==> src/rtl/keypad_scan_if.sv <==
// keypad_scan_if: keypad matrix lines plus decoded key outputs.
//   Col         keypad columns, active-low (driven by the keypad side)
//   Row         keypad rows, active-low one-hot strobe (driven by the scanner)
//   key_code    code of last accepted key
//   number      key_code zero-extended to 32 bits
//   is_digit    1 when key_code is 0-9
//   key_valid   one-cycle pulse per accepted press
//   key_pressed level, high from press acceptance until release acceptance
interface keypad_scan_if;
    logic [3:0]  Col;
    logic [3:0]  Row;
    logic [3:0]  key_code;
    logic [31:0] number;
    logic        is_digit;
    logic        key_valid;
    logic        key_pressed;

    modport master (
        output Col,
        input  Row, key_code, number, is_digit, key_valid, key_pressed
    );

    modport slave (
        input  Col,
        output Row, key_code, number, is_digit, key_valid, key_pressed
    );
endinterface

==> src/rtl/keypad_scan.sv <==
// keypad_scan: 4x4 matrix keypad scanner with press/release debounce and one event per press.
//   clk    system clock, posedge
//   rst_n  synchronous active-low reset
//   kp     keypad_scan_if.slave: Col in, Row/key_code/number/is_digit/key_valid/key_pressed out
module keypad_scan #(
    parameter int SCAN_DIV     = 1000,
    parameter int DEBOUNCE_CYC = 50000
) (
    input  logic          clk,
    input  logic          rst_n,
    keypad_scan_if.slave  kp
);
    localparam int DW = $clog2(SCAN_DIV);
    localparam int BW = $clog2(DEBOUNCE_CYC);
    localparam logic [DW-1:0] DIV_LAST = DW'(SCAN_DIV - 1);
    localparam logic [BW-1:0] DEB_LAST = BW'(DEBOUNCE_CYC - 1);
    // Nibble {row,col} holds the key code: r0 1 2 3 A, r1 4 5 6 B, r2 7 8 9 C, r3 * 0 # D
    localparam logic [63:0] KEY_MAP = 64'hDF0E_C987_B654_A321;

    typedef enum logic [1:0] {SCAN, PRESS_DB, HELD, RELEASE_DB} state_t;

    state_t        state_q;
    logic [3:0]    col_s1_q;
    logic [3:0]    col_s_q;
    logic [1:0]    row_idx_q;
    logic [1:0]    cand_col_q;
    logic [DW-1:0] div_q;
    logic [BW-1:0] deb_q;
    logic [3:0]    key_code_q;
    logic          key_valid_q;
    logic          key_pressed_q;
    logic [1:0]    first_low;
    logic          cand_low;

    // Lowest-index column that is pulled low wins
    assign first_low = !col_s_q[0] ? 2'd0 : !col_s_q[1] ? 2'd1 : !col_s_q[2] ? 2'd2 : 2'd3;
    assign cand_low  = !col_s_q[cand_col_q];

    always_ff @(posedge clk) begin
        if (!rst_n) begin
            state_q       <= SCAN;
            col_s1_q      <= 4'hF;
            col_s_q       <= 4'hF;
            row_idx_q     <= '0;
            cand_col_q    <= '0;
            div_q         <= '0;
            deb_q         <= '0;
            key_code_q    <= '0;
            key_valid_q   <= 1'b0;
            key_pressed_q <= 1'b0;
        end else begin
            col_s1_q    <= kp.Col;
            col_s_q     <= col_s1_q;
            key_valid_q <= 1'b0;
            case (state_q)
                SCAN: begin
                    if (div_q != DIV_LAST) begin
                        div_q <= div_q + 1'b1;
                    end else if (col_s_q == 4'hF) begin
                        row_idx_q <= row_idx_q + 1'b1;
                        div_q     <= '0;
                    end else begin
                        // Row stays frozen on row_idx_q until the key is released
                        cand_col_q <= first_low;
                        deb_q      <= '0;
                        state_q    <= PRESS_DB;
                    end
                end
                PRESS_DB: begin
                    if (!cand_low) begin
                        div_q   <= '0;
                        state_q <= SCAN;
                    end else if (deb_q == DEB_LAST) begin
                        key_code_q    <= KEY_MAP[{row_idx_q, cand_col_q, 2'b00} +: 4];
                        key_valid_q   <= 1'b1;
                        key_pressed_q <= 1'b1;
                        state_q       <= HELD;
                    end else begin
                        deb_q <= deb_q + 1'b1;
                    end
                end
                HELD: begin
                    if (!cand_low) begin
                        deb_q   <= '0;
                        state_q <= RELEASE_DB;
                    end
                end
                RELEASE_DB: begin
                    if (cand_low) begin
                        state_q <= HELD;
                    end else if (deb_q == DEB_LAST) begin
                        key_pressed_q <= 1'b0;
                        row_idx_q     <= row_idx_q + 1'b1;
                        div_q         <= '0;
                        state_q       <= SCAN;
                    end else begin
                        deb_q <= deb_q + 1'b1;
                    end
                end
                default: state_q <= SCAN;
            endcase
        end
    end

    assign kp.Row         = ~(4'b0001 << row_idx_q);
    assign kp.key_code    = key_code_q;
    assign kp.number      = {28'b0, key_code_q};
    assign kp.is_digit    = key_code_q <= 4'd9;
    assign kp.key_valid   = key_valid_q;
    assign kp.key_pressed = key_pressed_q;
endmodule

==> src/flat_wrapper.sv <==
// flat-port wrapper written by rule: the top's interface ports become plain ports
module keypad_scan_flat 
#(
    parameter int SCAN_DIV     = 1000,
    parameter int DEBOUNCE_CYC = 50000
)
  (clk, rst_n, kp_Col, kp_Row, kp_key_code, kp_number, kp_is_digit, kp_key_valid, kp_key_pressed);
  keypad_scan_if kp_i ();
  input  logic clk;
  input  logic rst_n;
  input wire logic [$bits(kp_i.Col)-1:0] kp_Col;
  output wire logic [$bits(kp_i.Row)-1:0] kp_Row;
  output wire logic [$bits(kp_i.key_code)-1:0] kp_key_code;
  output wire logic [$bits(kp_i.number)-1:0] kp_number;
  output wire logic [$bits(kp_i.is_digit)-1:0] kp_is_digit;
  output wire logic [$bits(kp_i.key_valid)-1:0] kp_key_valid;
  output wire logic [$bits(kp_i.key_pressed)-1:0] kp_key_pressed;
  assign kp_i.Col = kp_Col;
  assign kp_Row = kp_i.Row;
  assign kp_key_code = kp_i.key_code;
  assign kp_number = kp_i.number;
  assign kp_is_digit = kp_i.is_digit;
  assign kp_key_valid = kp_i.key_valid;
  assign kp_key_pressed = kp_i.key_pressed;
  keypad_scan #(.SCAN_DIV(SCAN_DIV), .DEBOUNCE_CYC(DEBOUNCE_CYC)) u_core (.clk(clk), .rst_n(rst_n), .kp(kp_i));
endmodule
==> config.mk <==
export PLATFORM = sky130hd
export DESIGN_NAME = keypad_scan_flat
export DESIGN_NICKNAME = d
export VERILOG_FILES = /design/src/rtl/keypad_scan_if.sv /design/src/rtl/keypad_scan.sv /design/src/flat_wrapper.sv
export SDC_FILE = /design/constraint.sdc
export NUM_CORES = 1
export LEC_CHECK = 0
export CORE_UTILIZATION = 50
export DETAILED_ROUTE_END_ITERATION = 8
export GPL_TIMING_DRIVEN = 0
export PLACE_DENSITY_LB_ADDON = 0.1
export SLEW_MARGIN = 20
export SYNTH_ARGS = -nofsm -noshare
export SYNTH_HDL_FRONTEND = slang
export SYNTH_SLANG_ARGS = --single-unit
==> constraint.sdc <==
create_clock -name clk -period 5.27 [get_ports clk]
set_input_delay 1.054 -clock clk [delete_from_list [all_inputs] [get_ports clk]]
set_output_delay 1.054 -clock clk [all_outputs]
set_load 0.02 [all_outputs]
# Yosys cells after proc, flatten, opt, wreduce, memory -nomap -nowiden
# Cells that the tools add are included.
dict set report word_totals {
  reg_bits 46
  output_inout_bits 43
  input_bits 6
  word_cells 90
}
dict set report op_classes {
  shift 2
  n_lt_le_gt_ge 2
  eq_ne 18
  reduce_logical 12
  mux 37
  n_bitwise 6
  n_addsub 3
}
# operator n
set op_table {}
lappend op_table {{two-way mux 16 bit} 6}
lappend op_table {{one-hot mux 16 bit (4 select lines)} 1}
lappend op_table {{indexed part select 64 x 7 -> 4 bit, first input constant} 1}
lappend op_table {{two-way mux 10 bit} 5}
lappend op_table {{one-hot mux 10 bit (3 select lines)} 1}
lappend op_table {{two-way mux 2 bit} 13}
lappend op_table {{AND reduction 5 bit} 5}
lappend op_table {{adder 16 x 1 -> 16 bit, second input constant} 1}
lappend op_table {{equality test 16 bit, second input constant} 1}
lappend op_table {{inequality test 2 x 1 -> 1 bit, second input constant} 6}
lappend op_table {{adder 10 x 1 -> 10 bit, second input constant} 1}
lappend op_table {{inequality test 10 bit, second input constant} 1}
lappend op_table {{one-hot mux 2 bit (4 select lines)} 1}
lappend op_table {{two-way mux 1 bit} 7}
lappend op_table {{inequality test 2 bit, second input constant} 3}
lappend op_table {{inequality test 3 x 1 -> 1 bit, second input constant} 2}
lappend op_table {{AND reduction 3 bit} 2}
lappend op_table {{inverter 1 bit} 5}
lappend op_table {{equality test 2 bit, second input constant} 2}
lappend op_table {{equality test 4 bit, second input constant} 1}
lappend op_table {{<= comparator 4 bit, second input constant} 1}
lappend op_table {{inverter 4 bit} 1}
lappend op_table {{one-hot mux 2 bit (2 select lines)} 1}
lappend op_table {{nonzero test 2 bit} 2}
lappend op_table {{10 further kinds} 10}

# Longest topological paths before layout
# Gate-level depths: netlist of the first run.
dict set report logic_depth {
  word_depth 4
  mapped_depth 9
  mapped_depth_nobuf 6
}

# Worst setup path after synthesis of the first run
# OpenSTA, ideal clock, no wires.
dict set report synth_timing {
  path_type {flip-flop to flip-flop}
  start {register u_core.div_q[0]}
  end {register u_core.deb_q[10]}
  synth_period_minus_slack_ps 2127
  arrival_ps 2057
  path_buffers 1
  setup_slack_ps 3143
  stages_incl_launch_ff 8
  required_ps 5200
  cell_sequence {dfxtp_1 -> ha_1 -> nand4_1 -> nor4_4 -> o22ai_2 -> buf_6 -> or4_1 -> a21oi_1}
}
dict set report synth_between {
  elab_chain_len 3
}
# item line_no
set synth_rtl {}
lappend synth_rtl {{start, declared} keypad_scan.sv:27} ;# logic [DW-1:0] div_q;
lappend synth_rtl {{start signal, assigned} keypad_scan.sv:58} ;# div_q <= div_q + 1'b1;
lappend synth_rtl {{inequality test 10 bit} keypad_scan.sv:57} ;# if (div_q != DIV_LAST) begin
lappend synth_rtl {{inequality test 2 bit (no source line)} --}
lappend synth_rtl {{AND reduction 5 bit (no source line)} --}
lappend synth_rtl {{end signal, assigned} keypad_scan.sv:79} ;# deb_q <= deb_q + 1'b1;
lappend synth_rtl {{end signal, assigned} keypad_scan.sv:97} ;# deb_q <= deb_q + 1'b1;
lappend synth_rtl {{end, declared} keypad_scan.sv:28} ;# logic [BW-1:0] deb_q;
# Every way passes these cells.
# A chain may end at the register's enable or synchronous reset.

# Worst setup path after layout of the first run
dict set report layout_timing {
  start {register u_core.row_idx_q[1]}
  end {output port kp_Row[0]}
}
dict set report layout_between {
  elab_chain_len 2
}
# item line_no
set layout_rtl {}
lappend layout_rtl {{start, declared} keypad_scan.sv:25} ;# logic [1:0] row_idx_q;
lappend layout_rtl {{start signal, assigned} keypad_scan.sv:60} ;# row_idx_q <= row_idx_q + 1'b1;
lappend layout_rtl {{start signal, assigned} keypad_scan.sv:93} ;# row_idx_q <= row_idx_q + 1'b1;
lappend layout_rtl {{<< shifter 1 x 2 -> 4 bit} keypad_scan.sv:105} ;# assign kp.Row = ~(4'b0001 << row_idx_q);
lappend layout_rtl {{inverter 4 bit} keypad_scan.sv:105}
lappend layout_rtl {{end, declared} flat_wrapper.sv:12} ;# output wire logic [$bits(kp_i.Row)-1:0] kp_Row;
# Every way passes these cells.

==> results.json, run 1 <==
{
  "status": "complete, no violations",
  "finalSetupTns_ns": 0,
  "synth_area_sq_um": 2671,
  "multiInputGateArea_sq_um": 1491,
  "dieArea_sq_um": 5639,
  "crit_slowest_cell": "clkdlybuf4s50_1",
  "wl_per_cell_microns": 12.24,
  "ys_seq_area_frac": 0.3447,
  "cp_num_buf_inv": 4,
  "fin_cells": 448,
  "drt_first_pass_iters": 5,
  "rsz0062_at_grt": "no",
  "p_leak_nw": 1.259,
  "use_met1": 0.2611,
  "fmax_mhz": 338.0,
  "ctsHtreeMaxLevel": 2,
  "pre_cts_ws_ns": 2.624,
  "slowest_delay_ns": 0.58,
  "worstMarginPinSlew_ns": 0.6451,
  "seq_area_sq_um": 920.9,
  "setup_violations": 0,
  "syn_inst": 323,
  "antenna_found_initial": 0,
  "ir_drop_mv": 0.1674,
  "area_delta_synth_final_pct": 19.91,
  "root_buffer": "clkbuf_8",
  "clock_latency_ns": 0.30,
  "maxCapViolations": 0,
  "gr-usage-met3": 0.04150,
  "synth_flop_cell": "dfxtp_1",
  "wl_microns": 5484,
  "cpLargestDelayFamily": "buffers and inverters",
  "finalPower_mw": 0.7432,
  "async_reset_ff_frac": 0,
  "cts_hold_buffers": 0,
  "synth_enable_flop_cells": 0,
  "use_met2": 0.3584,
  "ios": 49,
  "layout.nets": 395,
  "dp.cells": 440,
  "cts_tree": "done",
  "reg2reg_from": "u_core.deb_q[1]",
  "setup_ws_ns": 2.311,
  "post-cts-setup-buffers": 0,
  "core_sq_um": 5140,
  "cp.arrival_ns": 1.90,
  "cts_repair_resize_count": 0,
  "grt_start_max_net_pins": 15,
  "path_cells": "clkbuf_1, inv_1, ha_1, inv_1, clkdlybuf4s50_1",
  "timing.final.crit_share": 0.5615,
  "slew_violations": 0,
  "first_iter_violations": 119,
  "die-width_microns": 75.10,
  "grt_pass1_wl_microns": 9004,
  "grt_overflow": 0,
  "grtUsageTotal": 0.2082,
  "period_minus_slack_ns": 2.959,
  "cts_buffer_depth": 2,
  "clock_sinks": 46,
  "ys_warn_count": 0,
  "power_density_nw_per_um2": 232.0,
  "start_kind": "register",
  "worstPathRequired_ns": 4.22,
  "avgSynthCellArea_sq_um": 8.270,
  "rr_worst_depth": 9,
  "hold_path_end": "u_core.col_s_q[1]",
  "cp_max_fo": 7,
  "place_congestion": 0.8416,
  "nFillCells": 493,
  "reg2reg_to": "u_core.deb_q[15]",
  "die_h_microns": 75.10,
  "hold_class": "reg -> reg",
  "clk_pin_slew_worst_paths_ns": 0.09,
  "routed-via-count": 2357,
  "place_area_sq_um": 3060,
  "initial_core_util": 0.5197,
  "critPathCaptureType": "primary output",
  "grt_pass1_vias": 2026,
  "via_per_inst": 5.261,
  "slew_headroom": 0.5690,
  "num_rows": 26,
  "ant_nets": 0,
  "rrSetupSlack_ns": 2.60,
  "busiest_layer": "met2",
  "yosysUniqueCellTypes": 48,
  "path_common_cell": "inv_1",
  "holdPathStages": 1,
  "drc": 0,
  "drive_gt1_frac": 0.1402,
  "insertedDiodeCount": 0,
  "cts_made_buffers": 5,
  "finalHoldViolations": 0,
  "io_buffers": 20,
  "skew_ns": 0.003627,
  "hold_start": "u_core.col_s1_q[1]",
  "ys_ff_latch": 46,
  "dpl.hpwl_microns": 3994,
  "final_cell_area_sq_um": 3203,
  "critPathKind": "reg -> out"
}
==> per-layer routing <==
metal	vias to the layer above	routed length (microns)	share of wire
met5	-	0	0
met4	0	57	0.010
met3	6	177	0.032
met2	54	2698	0.49
met1	1083	2550	0.46
li1	1214	-	-
==> report_power, final <==
| part | total, mW | internal [mW] | switching, mW |
|---|---|---|---|
| Clock | 0.326 | 0.202 | 0.124 |
| Combinational | 0.0605 | 0.0257 | 0.0348 |
| Sequential | 0.357 | 0.353 | 0.00370 |
| Total | 0.743 | 0.581 | 0.162 |
==> cell usage after synthesis (all sizes together) (10+ instances only) <==
cell type  instances  area, sq um
a21oi             24        120.1
buf               36        266.5
clkbuf            12        45.04
dfxtp             46        920.9
ha                12        150.1
inv               13        48.80
nand2             36        135.1
nand2b            10        62.56
nand3             15        75.07
nor2              15        56.30
o31ai             12        90.09
or4               12        90.09
==> kinds of logic (layout without fill, tap and decap cells) <==
kind of cell | Yosys count | count (layout) | share of synthesized area
AO/OA/AOI/OAI | 69 | 69 | 0.1682
adder cells (fa/ha/maj) | 12 | 12 | 0.05620
AND/OR/NAND/NOR | 126 | 126 | 0.2595
flip-flops | 46 | 46 | 0.3447
other | 1 | 28 | 0.001404
multiplexers | 8 | 8 | 0.03513
buffers and inverters | 61 | 89 | 0.1349
==> layout make-up <==
class / instances / area share
Clock inverter: 2 / 0.01875
Timing Repair Buffer: 20 / 0.06250
Clock buffer: 6 / 0.02578
Tap cell: 70 / 0.02734
Sequential cell: 46 / 0.2875
Inverter: 13 / 0.01523
Multi-Input combinational cell: 243 / 0.4656
Buffer: 48 / 0.09727
==> cells in the final DEF, fill, tap and decap left out, drive strengths merged, types with 6 or more instances in the layout <==
master,count
a21oi,24
buf,36
clkbuf,18
clkdlybuf4s50,20
conb,28
dfxtp,46
ha,12
inv,13
mux2i,6
nand2,36
nand2b,10
nand3,15
nor2,15
nor3,8
o21ai,8
o31ai,12
or4,12
==> worst register-to-register path, cell delays in order (launching register included) <==
cell and delay [ns]:
dfxtp_1 0.40, ha_1 0.19, and3_1 0.15, clkbuf_1 0.26, nand4_1 0.21, a21boi_1 0.55, buf_2 0.33, buf_2 0.27
o31ai_1 0.10, a21oi_1 0.14
==> stage by stage <==
step,hold WS [ns],utilization
after floorplan,0.3863,-
after detailed placement,0.3976,0.5954
after global routing,0.4420,0.6232
after CTS,0.4187,0.6232
final,0.4142,0.6232
after global placement,0.3887,0.5954
==> registers in the layout (all words and copies together) (netlist names), named ones only <==
register	cells
u_core.deb_q	16
u_core.div_q	10
u_core.col_s1_q	4
u_core.col_s_q	4
u_core.kp.key_code	4
u_core.cand_col_q	2
u_core.row_idx_q	2
u_core.kp.key_pressed	1
u_core.kp.key_valid	1
u_core.state_q	1
==> worst max-delay path by stage <==
stage,end,slack [ns],depth (start not counted),start
after global placement,u_core.deb_q[3],2.59,9,u_core.deb_q[0]
after floorplan,u_core.deb_q[10],3.14,7,u_core.div_q[0]
after detailed placement,u_core.div_q[6],2.62,5,rst_n
final,kp_Row[0],2.31,5,u_core.row_idx_q[1]
after CTS,kp_Row[0],2.30,5,u_core.row_idx_q[1]
after global routing,kp_Row[0],2.11,5,u_core.row_idx_q[1]
Power figures use the tool's default switching activity.
==> run 2, diff against run 1 <==
Settings changed: CORE_UTILIZATION 50 to 47.
Clock period 5.27 ns to 2.5 ns, I/O delays scaled along.
==> run 2 against run 1 <==
  * Cell area barely moved
  * Hold slack got worse by 0.0040 ns
  * Sequential share of layout area is essentially flat
  * Critical path type unchanged
  * Power rose by 76%
  * Flip-flop and latch count unchanged
==> results.json, run 2 (same netlist as run 1, synthesis figures left out) <==
{
  "finalPower_mw": 1.311,
  "biggestRegsByFlops": "u_core.deb_q x16, u_core.div_q x10",
  "cts_made_buffers": 5,
  "root_buffer": "clkbuf_8",
  "setup_violations": 0,
  "wl_microns": 5615,
  "crit_start": "u_core.row_idx_q[0]",
  "worstPathRequired_ns": 2.00,
  "grtUsageTotal": 0.1999,
  "dieArea_sq_um": 5989,
  "setup_ws_ns": 0.1799,
  "rsz0062_at_grt": "no",
  "worstMarginPinSlew_ns": 0.5520,
  "routed-via-count": 2383,
  "grt_start_max_net_pins": 13,
  "cts_hold_buffers": 0,
  "cp.arrival_ns": 1.82,
  "fin_cells": 455,
  "initial_core_util": 0.4851,
  "core_sq_um": 5507,
  "die_h_microns": 77.39,
  "layout.nets": 401,
  "pre_cts_ws_ns": -0.1978,
  "largest_register_ffs": 16,
  "slew_headroom": 0.6320,
  "hold_class": "reg -> reg",
  "hold_start": "u_core.col_s1_q[1]",
  "reg2reg_from": "u_core.div_q[0]",
  "finalHoldViolations": 0,
  "power_density_nw_per_um2": 409.2,
  "place_congestion": 0.8343,
  "final_cell_mix": "dfxtp_1 (45), buf_4 (39), nand2_1 (36)",
  "timing.final.crit_share": 0.9280,
  "p_leak_nw": 1.272,
  "grt_pass1_wl_microns": 9777,
  "cp_max_fo": 8,
  "drc": 0,
  "area_delta_synth_final_pct": 19.95,
  "skew_ns": 0.004293,
  "die-width_microns": 77.39,
  "critPathKind": "reg -> out",
  "cts_buffer_depth": 2,
  "drive_gt1_frac": 0.1619,
  "wl_per_cell_microns": 12.34,
  "start_kind": "register",
  "final_cell_area_sq_um": 3204,
  "slew_violations": 0,
  "insertedDiodeCount": 0,
  "first_iter_violations": 103,
  "layout_commonest_cell": "dfxtp_1",
  "ios": 49,
  "clock_latency_ns": 0.30,
  "critPathCaptureType": "primary output",
  "via_per_inst": 5.237,
  "io_buffers": 20,
  "drt_first_pass_iters": 6,
  "ant_nets": 0,
  "cts_tree": "done",
  "fmax_mhz": 431.0,
  "status": "complete, no violations",
  "dpl.hpwl_microns": 4089,
  "grt_overflow": 0,
  "finalSetupTns_ns": 0,
  "antenna_found_initial": 0,
  "rrSetupSlack_ns": 0.23,
  "place_area_sq_um": 3063,
  "period_minus_slack_ns": 2.320,
  "largest-register": "u_core.deb_q",
  "maxCapViolations": 0,
  "clk_pin_slew_worst_paths_ns": 0.08,
  "num_rows": 27,
  "grt_pass1_vias": 2235,
  "ctsHtreeMaxLevel": 2,
  "ir_drop_mv": 0.3354,
  "dp.cells": 442,
  "clock_sinks": 46
}
[run 2: per-layer routing]
metal / share of wire / global-route usage
met1: 0.46 / 0.2493
met2: 0.49 / 0.3407
met4: 0.014 / 0.07547
met3: 0.034 / 0.03647
met5: 0 / 0
[run 2: per-stage QoR]
stage / utilization / hold slack (ns)
finish: 0.5819 / 0.4102
global placement: 0.5562 / 0.3898
CTS: 0.5721 / 0.4119
global route: 0.5819 / 0.4248
floorplan: - / 0.3863
detailed placement: 0.5562 / 0.3924
[run 2: what timing repair did]
action,in CTS,in global routing
buffers inserted,0,7
endpoints found under the setup margin,10,16
pin swaps,1,4
gates resized for setup,2,8
[run 2: final timing paths]
path	to	cells past startpoint
hold reg to reg	u_core.col_s_q[1]	1
setup reg to reg	u_core.deb_q[4]	8
setup / recovery	kp_Row[0]	4
hold / removal	u_core.col_s_q[1]	1
[run 2: critical path, stage by stage (launching register included)]
cell and delay [ns]:
dfxtp_1 0.47, inv_1 0.19, ha_1 0.24, inv_1 0.05
clkdlybuf4s50_1 0.58
[run 2: power breakdown]
| group | internal [mW] | switching, mW | leakage [nW] | total, mW |
|---|---|---|---|---|
| Sequential | 0.744 | 0.00802 | 0.374 | 0.752 |
| Combinational | 0.0542 | 0.0739 | 0.860 | 0.128 |
| Clock | 0.193 | 0.239 | 0.0383 | 0.432 |
| Total | 0.991 | 0.320 | 1.27 | 1.31 |
[run 2: cell type report]
type                            instances  area (sq um)
Buffer                                 47         311.5
Sequential cell                        46         922.1
Timing Repair Buffer                   27         252.7
Tap cell                               72         90.09
Inverter                               13         48.80
Fill cell                             540          2302
Multi-Input combinational cell        243          1503
Clock buffer                            7         76.32
==> run 3, diff against run 2 <==
Settings changed: GPL_TIMING_DRIVEN 0 to not set.
==> run 3 against run 2 <==
  * Flip-flop and latch count stayed put
  * Clock power is 57% higher
  * Sequential power hardly changed
  * Routed wire length is 3.7% lower
  * Non-clock buffer count is 47 lower
  * First-iteration DRC count is 9.7% lower
  * Clock skew is 0.0082 ns higher
  * Combinational power is 27% lower
  * Critical path type unchanged
  * Largest cell class unchanged
==> results.json, run 3 (same netlist as run 1, synthesis figures left out) <==
{
  "status": "complete, no violations",
  "wl_microns": 5410,
  "biggestRegsByFlops": "u_core.deb_q x16, u_core.div_q x10",
  "dpl.hpwl_microns": 3821,
  "comb_power_share": 0.061,
  "pre_cts_ws_ns": 0.2697,
  "grt_overflow": 0,
  "die-width_microns": 77.39,
  "critPathCaptureType": "primary output",
  "cp_num_buf_inv": 3,
  "cts_hold_buffers": 0,
  "final_cell_area_sq_um": 2959,
  "io_buffers": 20,
  "finalPower_mw": 1.524,
  "dp.cells": 401,
  "area_delta_synth_final_pct": 10.77,
  "start_kind": "register",
  "crit_cells": 4,
  "power_density_nw_per_um2": 515.0,
  "drt_first_pass_iters": 4,
  "setup_ws_ns": 0.1522,
  "setup_violations": 0,
  "slowest_delay_ns": 0.59,
  "clk_pin_slew_worst_paths_ns": 0.08,
  "drive_gt1_frac": 0.07122,
  "grt_pass1_wl_microns": 8894,
  "final_cell_mix": "dfxtp_1 (46), nand2_1 (36), conb_1 (28)",
  "hold_class": "reg -> reg",
  "critPathKind": "reg -> out",
  "antenna_found_initial": 0,
  "nFillCells": 546,
  "finalSetupTns_ns": 0,
  "largest_register_ffs": 16,
  "cpLargestDelayFamily": "buffers and inverters",
  "fin_cells": 409,
  "p_leak_nw": 1.093,
  "num_rows": 27,
  "seq_area_sq_um": 920.9,
  "skew_ns": 0.01251,
  "layout.nets": 354,
  "reg2reg_to": "u_core.deb_q[6]",
  "fmax_mhz": 425.9,
  "die_h_microns": 77.39,
  "finalHoldViolations": 0,
  "place_congestion": 0.8012,
  "internal_power_mw": 1.196,
  "holdWs_ns": 0.4089,
  "largest-register": "u_core.deb_q",
  "post-cts-setup-buffers": 0,
  "period_minus_slack_ns": 2.348,
  "rr_worst_depth": 7,
  "endpoint": "kp_Row[0]",
  "core_sq_um": 5507,
  "worstMarginPinSlew_ns": 0.6035,
  "crit_slowest_cell": "clkdlybuf4s50_1",
  "netSwitchingPower_mw": 0.3284,
  "routed-via-count": 2209,
  "ctsHtreeMaxLevel": 2,
  "utilization": 0.5374,
  "slew_headroom": 0.5964,
  "multiInputGateArea_sq_um": 1491,
  "ant_nets": 0,
  "cp.arrival_ns": 1.85,
  "insertedDiodeCount": 0,
  "cp_max_fo": 8,
  "drc": 0,
  "dieArea_sq_um": 5989,
  "cts_repair_resize_count": 0,
  "via_per_inst": 5.401,
  "grt_pass1_vias": 1945,
  "place_area_sq_um": 2816,
  "grt_start_max_net_pins": 33,
  "wl_per_cell_microns": 13.23,
  "grtUsageTotal": 0.1864,
  "cts_made_buffers": 5,
  "cts_buffer_depth": 2,
  "path_common_cell": "inv_1",
  "timing.final.crit_share": 0.9391,
  "seqPwrFrac": 0.493,
  "path_cells": "inv_1, ha_1, inv_1, clkdlybuf4s50_1",
  "rrSetupSlack_ns": 0.26,
  "reg2reg_from": "u_core.div_q[0]",
  "clock_sinks": 46,
  "first_iter_violations": 93,
  "ir_drop_mv": 0.4321,
  "worstPathRequired_ns": 2.00,
  "ios": 49,
  "root_buffer": "clkbuf_8",
  "initial_core_util": 0.4851,
  "power_frac_clock": 0.446,
  "cts_tree": "done",
  "slew_violations": 0,
  "layout_commonest_cell": "dfxtp_1",
  "clock_latency_ns": 0.31,
  "switching_share": 0.2154,
  "rsz0062_at_grt": "no",
  "maxCapViolations": 0,
  "crit_start": "u_core.row_idx_q[0]"
}
run 3: metal layers:
metal / wire length, microns / up-vias / track usage
li1: - / 1129 / -
met3: 125 / 7 / 0.03176
met4: 80 / 0 / 0.07358
met1: 2562 / 1042 / 0.2269
met2: 2642 / 31 / 0.3248
met5: 0 / - / 0
run 3: worst reg2reg max path, delay by kind of cell, from the launching register on:
family                     cells  cell delay, ns
and+or+nand+nor                3            1.09
buffers and inverters          1            0.18
adders and majority gates      1            0.23
AOI/OAI and AO/OA              2            0.31
DFF                            1            0.38
run 3: power by group through the flow:
stage	logic, mW	registers [mW]	clock network [mW]
6_report	0.0929	0.752	0.680
5_1_grt	0.101	0.754	0.729
4_1_cts	0.0930	0.751	0.695
3_5_place_dp	0.0930	0.769	0
3_3_place_gp	0.0923	0.768	0
2_1_floorplan	0.103	0.769	0
run 3: worst min-delay path by stage:
| stage | startpoint | to | cells after the start | slack [ns] |
|---|---|---|---|---|
| final | u_core.col_s1_q[3] | u_core.col_s_q[3] | 1 | 0.41 |
| after CTS | u_core.col_s1_q[3] | u_core.col_s_q[3] | 1 | 0.41 |
| after global routing | u_core.col_s1_q[0] | u_core.col_s_q[0] | 1 | 0.43 |
| after detailed placement | u_core.col_s1_q[3] | u_core.col_s_q[3] | 1 | 0.39 |
| after floorplan | u_core.col_s1_q[0] | u_core.col_s_q[0] | 1 | 0.39 |
| after global placement | u_core.col_s1_q[3] | u_core.col_s_q[3] | 1 | 0.39 |
run 3: layout make-up:
| class | count | share of cell area |
|---|---|---|
| multi-input cells | 243 | 0.5040 |
| clock buffers | 6 | 0.02791 |
| flip-flops and latches | 46 | 0.3112 |
| repair buffers | 27 | 0.08964 |
| inverters | 13 | 0.01649 |
| well taps | 72 | 0.03044 |
| clock inverters | 2 | 0.02030 |
